File: src/rtl/reg_file_param.sv
// Parametrised 2-read/1-write register file with debug read port and sequential bulk clear.
// Optional REGFILE_BYPASS_EN: same-cycle write-through forwarding on rd1/rd2 (never dbg_rd).
module reg_file_param #(
    parameter int unsigned DATA_W   = 8,
    parameter int unsigned ADDR_W   = 3,
    parameter int unsigned ZERO_REG = 1
) (
    input  logic              iCLK,
    input  logic              iRST_N,
    input  logic              we3,
    input  logic [ADDR_W-1:0] wa3,
    input  logic [DATA_W-1:0] wd3,
    input  logic [ADDR_W-1:0] ra1,
    input  logic [ADDR_W-1:0] ra2,
    input  logic [ADDR_W-1:0] dbg_ra,
    input  logic              clr_req,
    output logic [DATA_W-1:0] rd1,
    output logic [DATA_W-1:0] rd2,
    output logic [DATA_W-1:0] dbg_rd,
    output logic              busy,
    output logic              wr_drop
);

    localparam int unsigned DEPTH   = 2 ** ADDR_W;
    localparam bit          ZeroReg = (ZERO_REG != 0);
    localparam logic [ADDR_W-1:0] LastAddr = ADDR_W'(DEPTH - 1);

    typedef enum logic {
        StIdle,
        StClear
    } state_t;

    state_t            r_state;
    logic [ADDR_W-1:0] r_clr_ptr;
    logic              r_busy;
    logic              r_wr_drop;
    logic [DATA_W-1:0] r_mem [DEPTH];

    logic              w_wr_en;
    logic              w_clr_en;
    logic [DATA_W-1:0] w_rd1_mem;
    logic [DATA_W-1:0] w_rd2_mem;
    logic [DATA_W-1:0] w_dbg_mem;

    // Writes are blocked while sweeping and, with ZeroReg, to address 0.
    assign w_wr_en  = we3 && !r_busy && !(ZeroReg && (wa3 == '0));
    assign w_clr_en = (r_state == StClear);

    always_ff @(posedge iCLK or negedge iRST_N) begin
        if (!iRST_N) begin
            r_state   <= StIdle;
            r_clr_ptr <= '0;
            r_busy    <= 1'b0;
            r_wr_drop <= 1'b0;
        end else begin
            r_wr_drop <= we3 && r_busy;
            unique case (r_state)
                StIdle: begin
                    if (clr_req) begin
                        r_state   <= StClear;
                        r_clr_ptr <= '0;
                        r_busy    <= 1'b1;
                    end
                end
                StClear: begin
                    r_clr_ptr <= r_clr_ptr + ADDR_W'(1);
                    if (r_clr_ptr == LastAddr) begin
                        r_state <= StIdle;
                        r_busy  <= 1'b0;
                    end
                end
                default: begin
                    r_state <= StIdle;
                    r_busy  <= 1'b0;
                end
            endcase
        end
    end

    // A write and a sweep step never coincide: writes require busy low.
    always_ff @(posedge iCLK or negedge iRST_N) begin
        if (!iRST_N) begin
            for (int i = 0; i < DEPTH; i++) begin
                r_mem[i] <= '0;
            end
        end else begin
            if (w_wr_en) begin
                r_mem[wa3] <= wd3;
            end
            if (w_clr_en) begin
                r_mem[r_clr_ptr] <= '0;
            end
        end
    end

    always_comb begin
        w_rd1_mem = r_mem[ra1];
        w_rd2_mem = r_mem[ra2];
        w_dbg_mem = r_mem[dbg_ra];
        if (ZeroReg && (ra1 == '0)) w_rd1_mem = '0;
        if (ZeroReg && (ra2 == '0)) w_rd2_mem = '0;
        if (ZeroReg && (dbg_ra == '0)) w_dbg_mem = '0;
    end

`ifdef REGFILE_BYPASS_EN
    always_comb begin
        rd1 = w_rd1_mem;
        rd2 = w_rd2_mem;
        if (w_wr_en && (ra1 == wa3)) rd1 = wd3;
        if (w_wr_en && (ra2 == wa3)) rd2 = wd3;
    end
`else
    always_comb begin
        rd1 = w_rd1_mem;
        rd2 = w_rd2_mem;
    end
`endif

    assign dbg_rd  = w_dbg_mem;
    assign busy    = r_busy;
    assign wr_drop = r_wr_drop;

endmodule
File: config.mk
export PLATFORM = sky130hd
export DESIGN_NAME = reg_file_param
export DESIGN_NICKNAME = d
export VERILOG_FILES = /design/src/rtl/reg_file_param.sv
export SDC_FILE = /design/constraint.sdc
export NUM_CORES = 1
export LEC_CHECK = 0
export BUFFER_PORTS_ARGS = -buffer_cell sky130_fd_sc_hd__buf_2
export CAP_MARGIN = 10
export CORE_MARGIN = 5
export CORE_UTILIZATION = 59
export DETAILED_ROUTE_END_ITERATION = 8
export PLACE_DENSITY = 0.79
export SYNTH_ARGS = -nofsm -noshare
export SYNTH_HDL_FRONTEND = slang
export SYNTH_SLANG_ARGS = --single-unit
File: constraint.sdc
create_clock -name iCLK -period 2.2 [get_ports iCLK]
set_input_delay 0.55 -clock iCLK [delete_from_list [all_inputs] [get_ports iCLK]]
set_output_delay 0.55 -clock iCLK [all_outputs]
set_load 0.02 [all_outputs]
==> impl_metrics.py, run 1 <==
metrics = {
    "status": {
        "status": "finished, violations left",
        "violations": "setup timing",
    },
    "setup_path": {
        "r2r_slack_ps": 460,
        "timing.rr.end": "r_mem[49]",
        "cp-start-kind": "flip-flop",
        "slowest_delay_ps": 440,
        "reg2reg_from": "r_state",
        "cp.required_ps": 1650,
        "critPathKind": "flip-flop to output pin",
        "critPathSlowestCell": "dfrtp_1",
        "crit_buf_inv": 2,
        "r2r_cells": 3,
        "path_cells": "mux2_2 > a221oi_2 > buf_4 > a221oi_2 > buf_4",
        "path_delay_family": "flip-flops",
        "end_kind": "output pin",
        "path_max_fanout": 4,
        "worstPathArrival_ps": 1740,
    },
    "finish": {
        "fillers": 506,
        "num_antenna_cells": 0,
        "area.sequential_mm2": 0.00155,
        "syn_to_final_growth_pct": 27.3,
        "multiInputGateArea_mm2": 0.00289,
        "drive_gt1_frac": 0.384,
        "nets": 532,
        "utilization": 0.767,
    },
    "place": {
        "dp_slack_ps": -311,
        "dp_hpwl_mm": 9.81,
        "portBuffers": 49,
        "gp_congestion": 0.966,
    },
    "floorplanning": {
        "die_area_mm2": 0.00918,
        "start_util": 0.602,
        "die_w_um": 95.8,
        "fp-row-count": 31,
        "io-pin-count": 50,
        "core_area_mm2": 0.00721,
        "die_height_um": 95.8,
    },
    "synthesis": {
        "synth-compound-area-share": 0.209,
        "synthAdderAreaFrac": 0.00576,
        "synth.mux.area_fraction": 0.174,
        "synth-xor-area-share": 0,
        "syn_area_mm2": 0.00435,
        "synth_nets": 476,
        "ys_seq_elements": 62,
        "ys_seq_area_frac": 0.357,
        "ys_types": 38,
        "synth_top_family_by_area": "compound AO/OA/AOI/OAI gates",
        "synthSimpleGateAreaFrac": 0.177,
        "yosys_warnings": 0,
        "syn_avg_cell_area_um2": 9.66,
        "syn_inst": 450,
    },
    "sta": {
        "fmax_mhz": 437,
        "slew_headroom": 0.578,
        "worstMarginPinSlew_ps": 630,
        "hold_violations": 0,
        "fin_ws_ps": -87.0,
        "final.setup.tns_ps": -351,
        "fin_skew_ps": 7.72,
        "period_needed_ps": 2290,
        "post-route-period-util": 1.04,
        "maxSlewViolCount": 0,
        "rsz0062_at_grt": "true",
        "setup_viol": 10,
    },
    "routing": {
        "drt_iter0_markers": 432,
        "drt_wl_total_mm": 14.5,
        "post_drt_wl_per_cell_um": 23.8,
        "drcViolationCount": 0,
        "via_count": 4198,
        "viasPerCell": 6.88,
        "drtPass1Iterations": 5,
        "antenna_left": 0,
    },
    "cts": {
        "htreeDepth": 3,
        "cts_root_buf": "clkbuf_8",
        "clk_pin_slew_ps": 70,
        "clock-sinks": 62,
        "cts_buffer_depth": 2,
        "numCtsBuffers": 9,
        "clkLatencyLatePin_ps": 330,
        "hold_buffers": 0,
        "cts_tree": "built",
    },
    "run": {
        "maxCapViolations": 0,
    },
    "global_route": {
        "gr-total-overflow": 0,
        "grt_use_met2": 0.493,
        "grt_pass1_vias": 3968,
        "grt.busiest_layer": "met2",
        "met3_usage": 0.0633,
        "grt_use_met1": 0.425,
        "antenna_found_initial": 0,
        "grtUsageTotal": 0.312,
        "grt_max_degree": 33,
        "grt_pass1_wl_mm": 21.6,
    },
    "power": {
        "finalPower_mw": 5.88,
        "p_per_area_mw_per_mm2": 1060,
        "ir_drop_mv": 0.698,
        "p_leak_nw": 2.44,
    },
    "min_path": {
        "hp-class": "input port to async pin",
    },
}
## what timing repair did
item,in CTS,in global routing
pin swaps,3,11
setup endpoints to repair,24,24
setup buffers,3,4
resized for setup,50,53
gates cloned,0,1
## how the worst max path moves through the flow
stage          cells past startpoint       from  slack (ps)        end
2_1_floorplan                      4     ra2[1]         -50     rd2[0]
6_report                           5  r_mem[38]         -90     rd1[6]
3_5_place_dp                       6  dbg_ra[0]        -310  dbg_rd[0]
5_1_grt                            5  r_mem[42]        -150     rd1[2]
4_1_cts                            5  r_mem[40]         -60  dbg_rd[0]
3_3_place_gp                       6  dbg_ra[0]        -290  dbg_rd[0]
## metal layers
metal,share of wire,vias up
met1,0.40,2036
met3,0.092,50
met4,0.043,0
li1,-,1862
met2,0.47,250
met5,0,-
## report_power, final
group	internal [mW]	total (mW)	switching (mW)	leakage, nW
clock network	0.549	0.993	0.444	0.102
logic	1.15	2.52	1.37	1.51
registers	1.60	2.37	0.762	0.829
total	3.30	5.88	2.58	2.44
## synth_stat cells
| cell type | instances | share of area |
|---|---|---|
| a21boi_0 | 5 | 0.0086 |
| a21boi_1 | 11 | 0.019 |
| a21oi_1 | 1 | 0.0012 |
| a221oi_1 | 42 | 0.085 |
| a221oi_2 | 6 | 0.021 |
| and2_1 | 5 | 0.0072 |
| and3b_1 | 1 | 0.0020 |
| buf_1 | 7 | 0.0060 |
| buf_2 | 24 | 0.028 |
| buf_4 | 2 | 0.0035 |
| buf_6 | 7 | 0.018 |
| buf_8 | 4 | 0.014 |
| clkbuf_1 | 5 | 0.0043 |
| clkbuf_2 | 3 | 0.0035 |
| dfrtp_1 | 62 | 0.36 |
| ha_1 | 2 | 0.0058 |
| inv_1 | 1 | 0.00086 |
| mux2_2 | 23 | 0.060 |
| mux2_4 | 1 | 0.0035 |
| mux2i_1 | 48 | 0.11 |
| nand2_1 | 45 | 0.039 |
| nand2b_1 | 3 | 0.0043 |
| nand2b_4 | 1 | 0.0032 |
| nand3_1 | 16 | 0.018 |
| nand3b_1 | 1 | 0.0017 |
| nand4_1 | 41 | 0.059 |
| nand4b_2 | 3 | 0.010 |
| nand4bb_1 | 1 | 0.0026 |
| nor2_1 | 6 | 0.0052 |
| nor2_2 | 1 | 0.0014 |
| nor2b_1 | 8 | 0.012 |
| nor3b_2 | 1 | 0.0029 |
| o21ai_0 | 39 | 0.045 |
| o21ai_1 | 11 | 0.013 |
| o22ai_1 | 1 | 0.0014 |
| o311ai_0 | 8 | 0.016 |
| or2b_1 | 1 | 0.0017 |
| or3b_1 | 3 | 0.0060 |
## stage by stage
| step | instance area, µm² | hold slack (ps) | std cells |
|---|---|---|---|
| final | 5530 | 75.2 | 610 |
| after global routing | 5530 | 71.9 | 610 |
| after CTS | 5220 | 66.7 | 607 |
| after detailed placement | 4750 | 427 | 588 |
| after global placement | 4750 | 431 | 588 |
| after floorplan | 4370 | 254 | 450 |
## cells by family (layout without fill, tap and decap cells)
logic type,Yosys count,count (layout)
AND/OR/NAND/NOR,137,137
AO/OA/AOI/OAI,124,124
multiplexers,72,72
adder cells (fa/ha/maj),2,2
buffers and inverters,53,114
flip-flops,62,62
## sequential cells by signal (all words and copies together), names as in the netlist
name,cells
busy,1
r_state,1
r_mem,56
wr_drop,1
r_clr_ptr,3
## cell usage in the layout (no fill, tap or decap), drive strengths merged, types with 2 or more instances in the layout
cell type,Yosys,layout
buf,44,96
dfrtp,62,62
o21ai,50,50
mux2i,48,48
a221oi,48,48
nand2,45,45
nand4,41,41
mux2,24,24
nand3,16,16
a21boi,16,16
clkbuf,8,11
o311ai,8,8
nor2b,8,8
nor2,7,7
and2,5,5
nand2b,4,4
clkinv,0,4
or3b,3,3
nand4b,3,3
ha,2,2
## worst register-to-register path, cell delays in order (launching register included)
cell       delay, ps
dfrtp_1          630
nand4bb_1        560
o311ai_0         320
nand2_1          100
## cell type report
type / instances / area share
multi-input combinational: 335 / 0.522
timing repair buffer: 97 / 0.138
sequential: 62 / 0.281
clock buffer: 10 / 0.0249
clock inverter: 6 / 0.0111
tap: 99 / 0.0224
inverter: 1 / 0.000679
Power figures use the tool's default switching activity.
==> run 2, diff against run 1 <==
--- a/config.mk
+++ b/config.mk
@@ -5,12 +5,13 @@
 export SDC_FILE = /design/constraint.sdc
 export NUM_CORES = 1
 export LEC_CHECK = 0
+export ABC_AREA = 1
 export BUFFER_PORTS_ARGS = -buffer_cell sky130_fd_sc_hd__buf_2
 export CAP_MARGIN = 10
 export CORE_MARGIN = 5
-export CORE_UTILIZATION = 59
+export CORE_UTILIZATION = 60
 export DETAILED_ROUTE_END_ITERATION = 8
-export PLACE_DENSITY = 0.79
+export PLACE_DENSITY = 0.8
 export SYNTH_ARGS = -nofsm -noshare
 export SYNTH_HDL_FRONTEND = slang
 export SYNTH_SLANG_ARGS = --single-unit
==> run 2 against run 1 <==
The run now ends clean. Die area increased by 12%. First-iteration DRC count grew 30%. Utilization fell by 8.1 points. Critical endpoint is now rd2[0].
==> impl_metrics.py, run 2 <==
metrics = {
    "setup_path": {
        "slowest_delay_ps": 200,
        "worstPathArrival_ps": 1610,
        "critPathKind": "input port to output pin",
        "cp.required_ps": 1650,
        "path_delay_family": "buffers and inverters",
        "critPathSlowestCell": "buf_2",
        "end_kind": "output pin",
        "r2r_slack_ps": 720,
        "cp-start-kind": "input port",
        "path_cells": "buf_2 > inv_2 > buf_4 > nand2_1 > nand3_1 > nand3_1 > nand2_1 > nor2_1 > buf_2",
        "path_max_fanout": 12,
        "reg2reg_from": "busy",
        "cp-startpoint": "ra2[0]",
        "crit_buf_inv": 4,
    },
    "routing": {
        "antenna_left": 0,
        "post_drt_wl_per_cell_um": 16.6,
        "drt_wl_total_mm": 16.6,
        "drt_iter0_markers": 563,
        "via_count": 5745,
        "drtPass1Iterations": 5,
        "drcViolationCount": 0,
        "viasPerCell": 5.75,
    },
    "global_route": {
        "gr-total-overflow": 0,
        "grt_pass1_wl_mm": 26.4,
        "grtUsageTotal": 0.331,
        "grt_max_degree": 71,
        "antenna_found_initial": 0,
        "grt_pass1_vias": 5284,
    },
    "sta": {
        "fin_skew_ps": 14.3,
        "hold_violations": 0,
        "maxSlewViolCount": 0,
        "worstMarginPinSlew_ps": 501,
        "period_needed_ps": 2160,
        "fmax_mhz": 463,
        "slew_headroom": 0.665,
        "post-route-period-util": 0.981,
        "setup_viol": 0,
    },
    "power": {
        "p_leak_nw": 3.39,
        "switching_share": 0.468,
        "pwr-share-seq": 0.343,
        "ir_drop_mv": 0.886,
        "p_per_area_mw_per_mm2": 1040,
        "cellInternalPower_mw": 3.11,
        "power.switching_mw": 2.74,
        "comb_power_share": 0.473,
        "p_clk_frac": 0.185,
        "finalPower_mw": 5.85,
    },
    "finish": {
        "area.sequential_mm2": 0.00175,
        "reg.largest.list": "r_mem: 64 flops, r_clr_ptr: 3 flops",
        "finalInstanceArea_mm2": 0.00561,
        "largest_reg_flops": 64,
        "num_antenna_cells": 0,
        "nets": 916,
        "final_cell_mix": "nand2_1 (299), nor2_1 (174), nand3_1 (121)",
        "drive_gt1_frac": 0.120,
        "multiInputGateArea_mm2": 0.00271,
        "largest_register": "r_mem",
        "syn_to_final_growth_pct": 11.7,
        "layout_commonest_cell": "nand2_1",
        "finalNonFillerCells": 1000,
        "utilization": 0.686,
        "fillers": 750,
    },
    "place": {
        "dp_hpwl_mm": 12.0,
        "dpl.cell_count": 984,
        "gp_congestion": 1.07,
        "portBuffers": 49,
        "dpl-instance-area_mm2": 0.00538,
    },
    "synthesis": {
        "syn_inst": 852,
        "ys_top_cells_by_count": "nand2_1 (301), nor2_1 (177), nand3_1 (121), inv_1 (81), dfrtp_1 (70)",
        "yosys_warnings": 0,
        "yosysMostFrequentCell": "nand2_1",
        "syn_avg_cell_area_um2": 5.89,
        "ys_seq_elements": 70,
        "ys.flop_type": "dfrtp_1",
        "synth_top_area_frac": 0.349,
        "synth_nets": 878,
        "syn_area_mm2": 0.00502,
        "ys_seq_area_frac": 0.349,
        "yosys-top-cells-area": "dfrtp_1 (35%), nand2_1 (23%), nor2_1 (13%)",
        "synthArstFlopShare": 1.00,
        "yosys.area.top_type": "dfrtp_1",
        "synth-edff-count": 0,
        "ys_types": 17,
    },
    "cts": {
        "postCtsSetupRepairBufs": 0,
        "cts_buffer_depth": 2,
        "htreeDepth": 3,
        "numCtsBuffers": 9,
        "cts_tree": "built",
        "clkLatencyLatePin_ps": 360,
        "clk_pin_slew_ps": 80,
        "cts_root_buf": "clkbuf_8",
        "clock-sinks": 70,
    },
    "floorplanning": {
        "start_util": 0.614,
        "io-pin-count": 50,
        "fp-row-count": 33,
        "core_area_mm2": 0.00818,
        "die_height_um": 101,
        "die_area_mm2": 0.0103,
        "die_w_um": 101,
    },
    "min_path": {
        "hp-class": "input port to async pin",
    },
    "status": {
        "status": "completed",
    },
    "run": {
        "maxCapViolations": 0,
    },
}
==> run 2: cell count changes after synthesis, moves of 10 or more <==
cell / change
nand4_1: -41
nand2_1: +256
nor2_1: +171
mux2i_1: -48
inv_1: +80
a21boi_1: -11
o21ai_1: -11
mux2_2: -23
a221oi_1: -42
nand3_1: +105
inv_2: +10
==> run 2: final timing paths <==
path | to | cells past startpoint
max in group asynchronous | r_mem[37] | 2
worst min-delay path | r_mem[29] | 2
worst max register to register | r_mem[27] | 7
min in group iCLK | wr_drop | 3
worst min register to register | wr_drop | 2
worst max-delay path | rd2[0] | 9
==> run 2: routing by layer <==
| layer | track usage | vias up | wire, µm | part of all wire |
|---|---|---|---|---|
| met5 | 0 | - | 0 | 0 |
| met4 | 0.140 | 0 | 688 | 0.041 |
| met3 | 0.0675 | 74 | 1900 | 0.11 |
| met2 | 0.517 | 418 | 7170 | 0.43 |
| met1 | 0.449 | 2574 | 6830 | 0.41 |
| li1 | - | 2679 | - | - |
==> run 2: cell type report <==
type,count,share of cell area
multi-input combinational,650,0.483
sequential,70,0.312
timing repair buffer,68,0.0841
inverter,91,0.0616
tap,105,0.0234
clock buffer,10,0.0228
clock inverter,6,0.0127
==> run 2: cell families (layout without fill, tap and decap cells) <==
logic type / after synthesis / count (layout) / share of synthesized area
flip-flops: 70 / 70 / 0.349
adder cells (fa/ha/maj): 2 / 2 / 0.00499
buffers and inverters: 132 / 175 / 0.114
AND/OR/NAND/NOR: 608 / 608 / 0.492
AO/OA/AOI/OAI: 40 / 40 / 0.0399
==> run 2: power by group through the flow <==
| stage | clock (mW) | combinational [mW] | sequential [mW] |
|---|---|---|---|
| after floorplan | 0 | 1.88 | 1.97 |
| after global placement | 0 | 2.60 | 1.99 |
| after detailed placement | 0 | 2.65 | 2.02 |
| after CTS | 1.08 | 2.68 | 1.99 |
| after global routing | 1.15 | 3.08 | 2.05 |
| final | 1.08 | 2.76 | 2.00 |
==> run 2: stage by stage <==
| step | TNS (ps) | hold WS, ps | worst slack [ps] |
|---|---|---|---|
| detailed placement | -10.8 | 485 | -10.8 |
| floorplan | 0 | 254 | 234 |
| global route | -5.19 | 237 | -5.19 |
| CTS | 0 | 223 | 53.4 |
| finish | 0 | 200 | 40.8 |
| global placement | 0 | 467 | 21.6 |
==> run 2: worst reg2reg max path: stages, from the launching register on <==
cell,delay [ps]
dfrtp_1,400
inv_1,90
nand2_2,80
nor2_2,140
nand2_1,250
inv_1,250
nor2_1,60
nor2_1,130
==> run 2: repair_timing <==
item / in CTS / in global routing
gates resized for setup: 1 / 10
endpoints found under the setup margin: 1 / 7
hold buffers: 0 / 0
==> run 3, diff against run 2 <==
--- a/config.mk
+++ b/config.mk
@@ -5,11 +5,12 @@
 export SDC_FILE = /design/constraint.sdc
 export NUM_CORES = 1
 export LEC_CHECK = 0
-export ABC_AREA = 1
 export BUFFER_PORTS_ARGS = -buffer_cell sky130_fd_sc_hd__buf_2
 export CAP_MARGIN = 10
+export CELL_PAD_IN_SITES_DETAIL_PLACEMENT = 1
+export CELL_PAD_IN_SITES_GLOBAL_PLACEMENT = 1
 export CORE_MARGIN = 5
-export CORE_UTILIZATION = 60
+export CORE_UTILIZATION = 46
 export DETAILED_ROUTE_END_ITERATION = 8
 export PLACE_DENSITY = 0.8
 export SYNTH_ARGS = -nofsm -noshare
==> run 3 against run 2 <==
The run now ends with setup timing left. Die area grew 12%. Sequential power grew 20%. Global-route usage shrank 5.1 points. Count of clock-buffer cells in the layout grew 2. Clock power shrank 16%. Largest cell class unchanged. Largest power group unchanged.
==> impl_metrics.py, run 3 (same netlist as run 1, synthesis figures left out) <==
metrics = {
    "cts": {
        "htreeDepth": 3,
        "numCtsBuffers": 9,
        "cts_tree": "built",
        "cts_root_buf": "clkbuf_8",
        "clkLatencyLatePin_ps": 350,
        "clock-sinks": 62,
        "clk_pin_slew_ps": 70,
        "cts_buffer_depth": 2,
    },
    "sta": {
        "period_needed_ps": 2240,
        "worstMarginPinSlew_ps": 687,
        "post-route-period-util": 1.02,
        "slew_headroom": 0.540,
        "maxSlewViolCount": 0,
        "fmax_mhz": 446,
        "setup_viol": 6,
        "rsz0062_at_grt": "true",
        "fin_ws_ps": -40.1,
        "hold_violations": 0,
        "whs_ps": 164,
        "fin_skew_ps": 7.01,
        "final.setup.tns_ps": -119,
    },
    "setup_path": {
        "end_kind": "output pin",
        "timing.rr.end": "r_mem[6]",
        "critPathSlowestCell": "a221oi_1",
        "cp.required_ps": 1650,
        "r2r_slack_ps": 390,
        "worstPathArrival_ps": 1690,
        "path_cells": "buf_8 > nor2b_2 > buf_6 > a221oi_1 > a221oi_1 > buf_2",
        "reg2reg_from": "busy",
        "critPathKind": "input port to output pin",
        "crit_buf_inv": 3,
        "cp_num_cells": 6,
        "crit_top_cell": "a221oi_1",
        "cp-start-kind": "input port",
        "path_max_fanout": 12,
        "slowest_delay_ps": 270,
        "path_delay_family": "buffers and inverters",
        "r2r_cells": 3,
    },
    "power": {
        "p_per_area_mw_per_mm2": 1080,
        "finalPower_mw": 5.78,
        "p_leak_nw": 2.32,
        "ir_drop_mv": 0.660,
    },
    "global_route": {
        "gr-total-overflow": 0,
        "met3_usage": 0.0578,
        "antenna_found_initial": 0,
        "grtUsageTotal": 0.280,
        "grt_use_met1": 0.383,
        "grt_use_met2": 0.436,
        "grt.busiest_layer": "met2",
        "grt_pass1_wl_mm": 24.1,
        "grt_max_degree": 37,
        "grt_pass1_vias": 4164,
    },
    "run": {
        "maxCapViolations": 0,
    },
    "floorplanning": {
        "core_area_mm2": 0.00924,
        "fp-row-count": 35,
        "die_w_um": 107,
        "io-pin-count": 50,
        "die_height_um": 107,
        "start_util": 0.470,
        "die_area_mm2": 0.0115,
    },
    "min_path": {
        "hp-class": "input port to async pin",
    },
    "finish": {
        "largest_register": "r_mem",
        "nets": 515,
        "syn_to_final_growth_pct": 23.0,
        "layout_commonest_cell": "dfrtp_1",
        "drive_gt1_frac": 0.360,
        "final_cell_mix": "dfrtp_1 (61), mux2i_1 (48), nand2_1 (45)",
        "largest_reg_flops": 56,
        "num_antenna_cells": 0,
        "reg.largest.list": "r_mem: 56 flops, r_clr_ptr: 3 flops",
    },
    "routing": {
        "via_count": 4171,
        "drtPass1Iterations": 5,
        "drt_iter0_markers": 277,
        "drcViolationCount": 0,
        "post_drt_wl_per_cell_um": 26.7,
        "antenna_left": 0,
        "drt_wl_total_mm": 16.7,
        "viasPerCell": 6.70,
    },
    "status": {
        "violations": "setup timing",
        "status": "finished, violations left",
    },
    "place": {
        "dp_hpwl_mm": 11.0,
        "gp_congestion": 0.913,
        "portBuffers": 49,
    },
}
## run 3: cell count changes in the layout (fill, tap and decap cells not counted), moves of 11 or more
cell | previous run | this run
nand2_1 | 299 | 45
nor2_1 | 174 | 6
nand3_1 | 121 | 16
inv_1 | 81 | 1
mux2i_1 | 0 | 48
nand4_1 | 0 | 41
a221oi_2 | 0 | 35
buf_4 | 13 | 34
mux2_2 | 0 | 20
buf_2 | 47 | 35
a21boi_1 | 0 | 11
o21ai_1 | 0 | 11
## run 3: metrics by stage
stage	std cells	util	instance area (µm²)	setup WS, ps
2_1_floorplan	450	-	4370	-47.8
3_3_place_gp	603	0.510	4710	-230
3_5_place_dp	603	0.510	4710	-261
4_1_cts	621	0.548	5060	-12.9
5_1_grt	623	0.579	5350	-72.2
6_report	623	0.579	5350	-40.1
## run 3: per-layer routing
layer  share of wire  up-vias
met5               0        -
met4           0.023        0
met3           0.068       32
met2            0.48      204
met1            0.42     2104
li1                -     1831
## run 3: worst max-delay path by stage
stage / from / end
final: ra2[0] / rd2[5]
after global routing: r_mem[42] / rd1[2]
after CTS: r_mem[33] / dbg_rd[1]
after detailed placement: dbg_ra[0] / dbg_rd[1]
after global placement: ra1[0] / rd1[2]
after floorplan: ra2[1] / rd2[0]
## run 3: final cells by class
class                      instances  area (µm²)
fill                            1023        3890
clock inverter                     4        22.5
tap                              129         161
sequential                        62        1550
multi-input combinational        335        2850
timing repair buffer              80         609
inverter                           1        3.75
clock buffer                      12         145
## run 3: worst register-to-register path, cell delays in order, from the launching register on
cell and delay [ps]:
dfrtp_1 460, nand3b_1 470, nor2_1 530, o21ai_0 200
## run 3: timing repair
item	in CTS	in global routing
setup buffers	2	2
pin swaps	3	5
endpoints found under the setup margin	24	20
hold buffers	0	0
resized for setup	35	47
## run 3: where the power goes
group          internal, mW  switching (mW)
sequential             1.60           0.794
clock                 0.435           0.477
combinational          1.06            1.41
total                  3.10            2.68
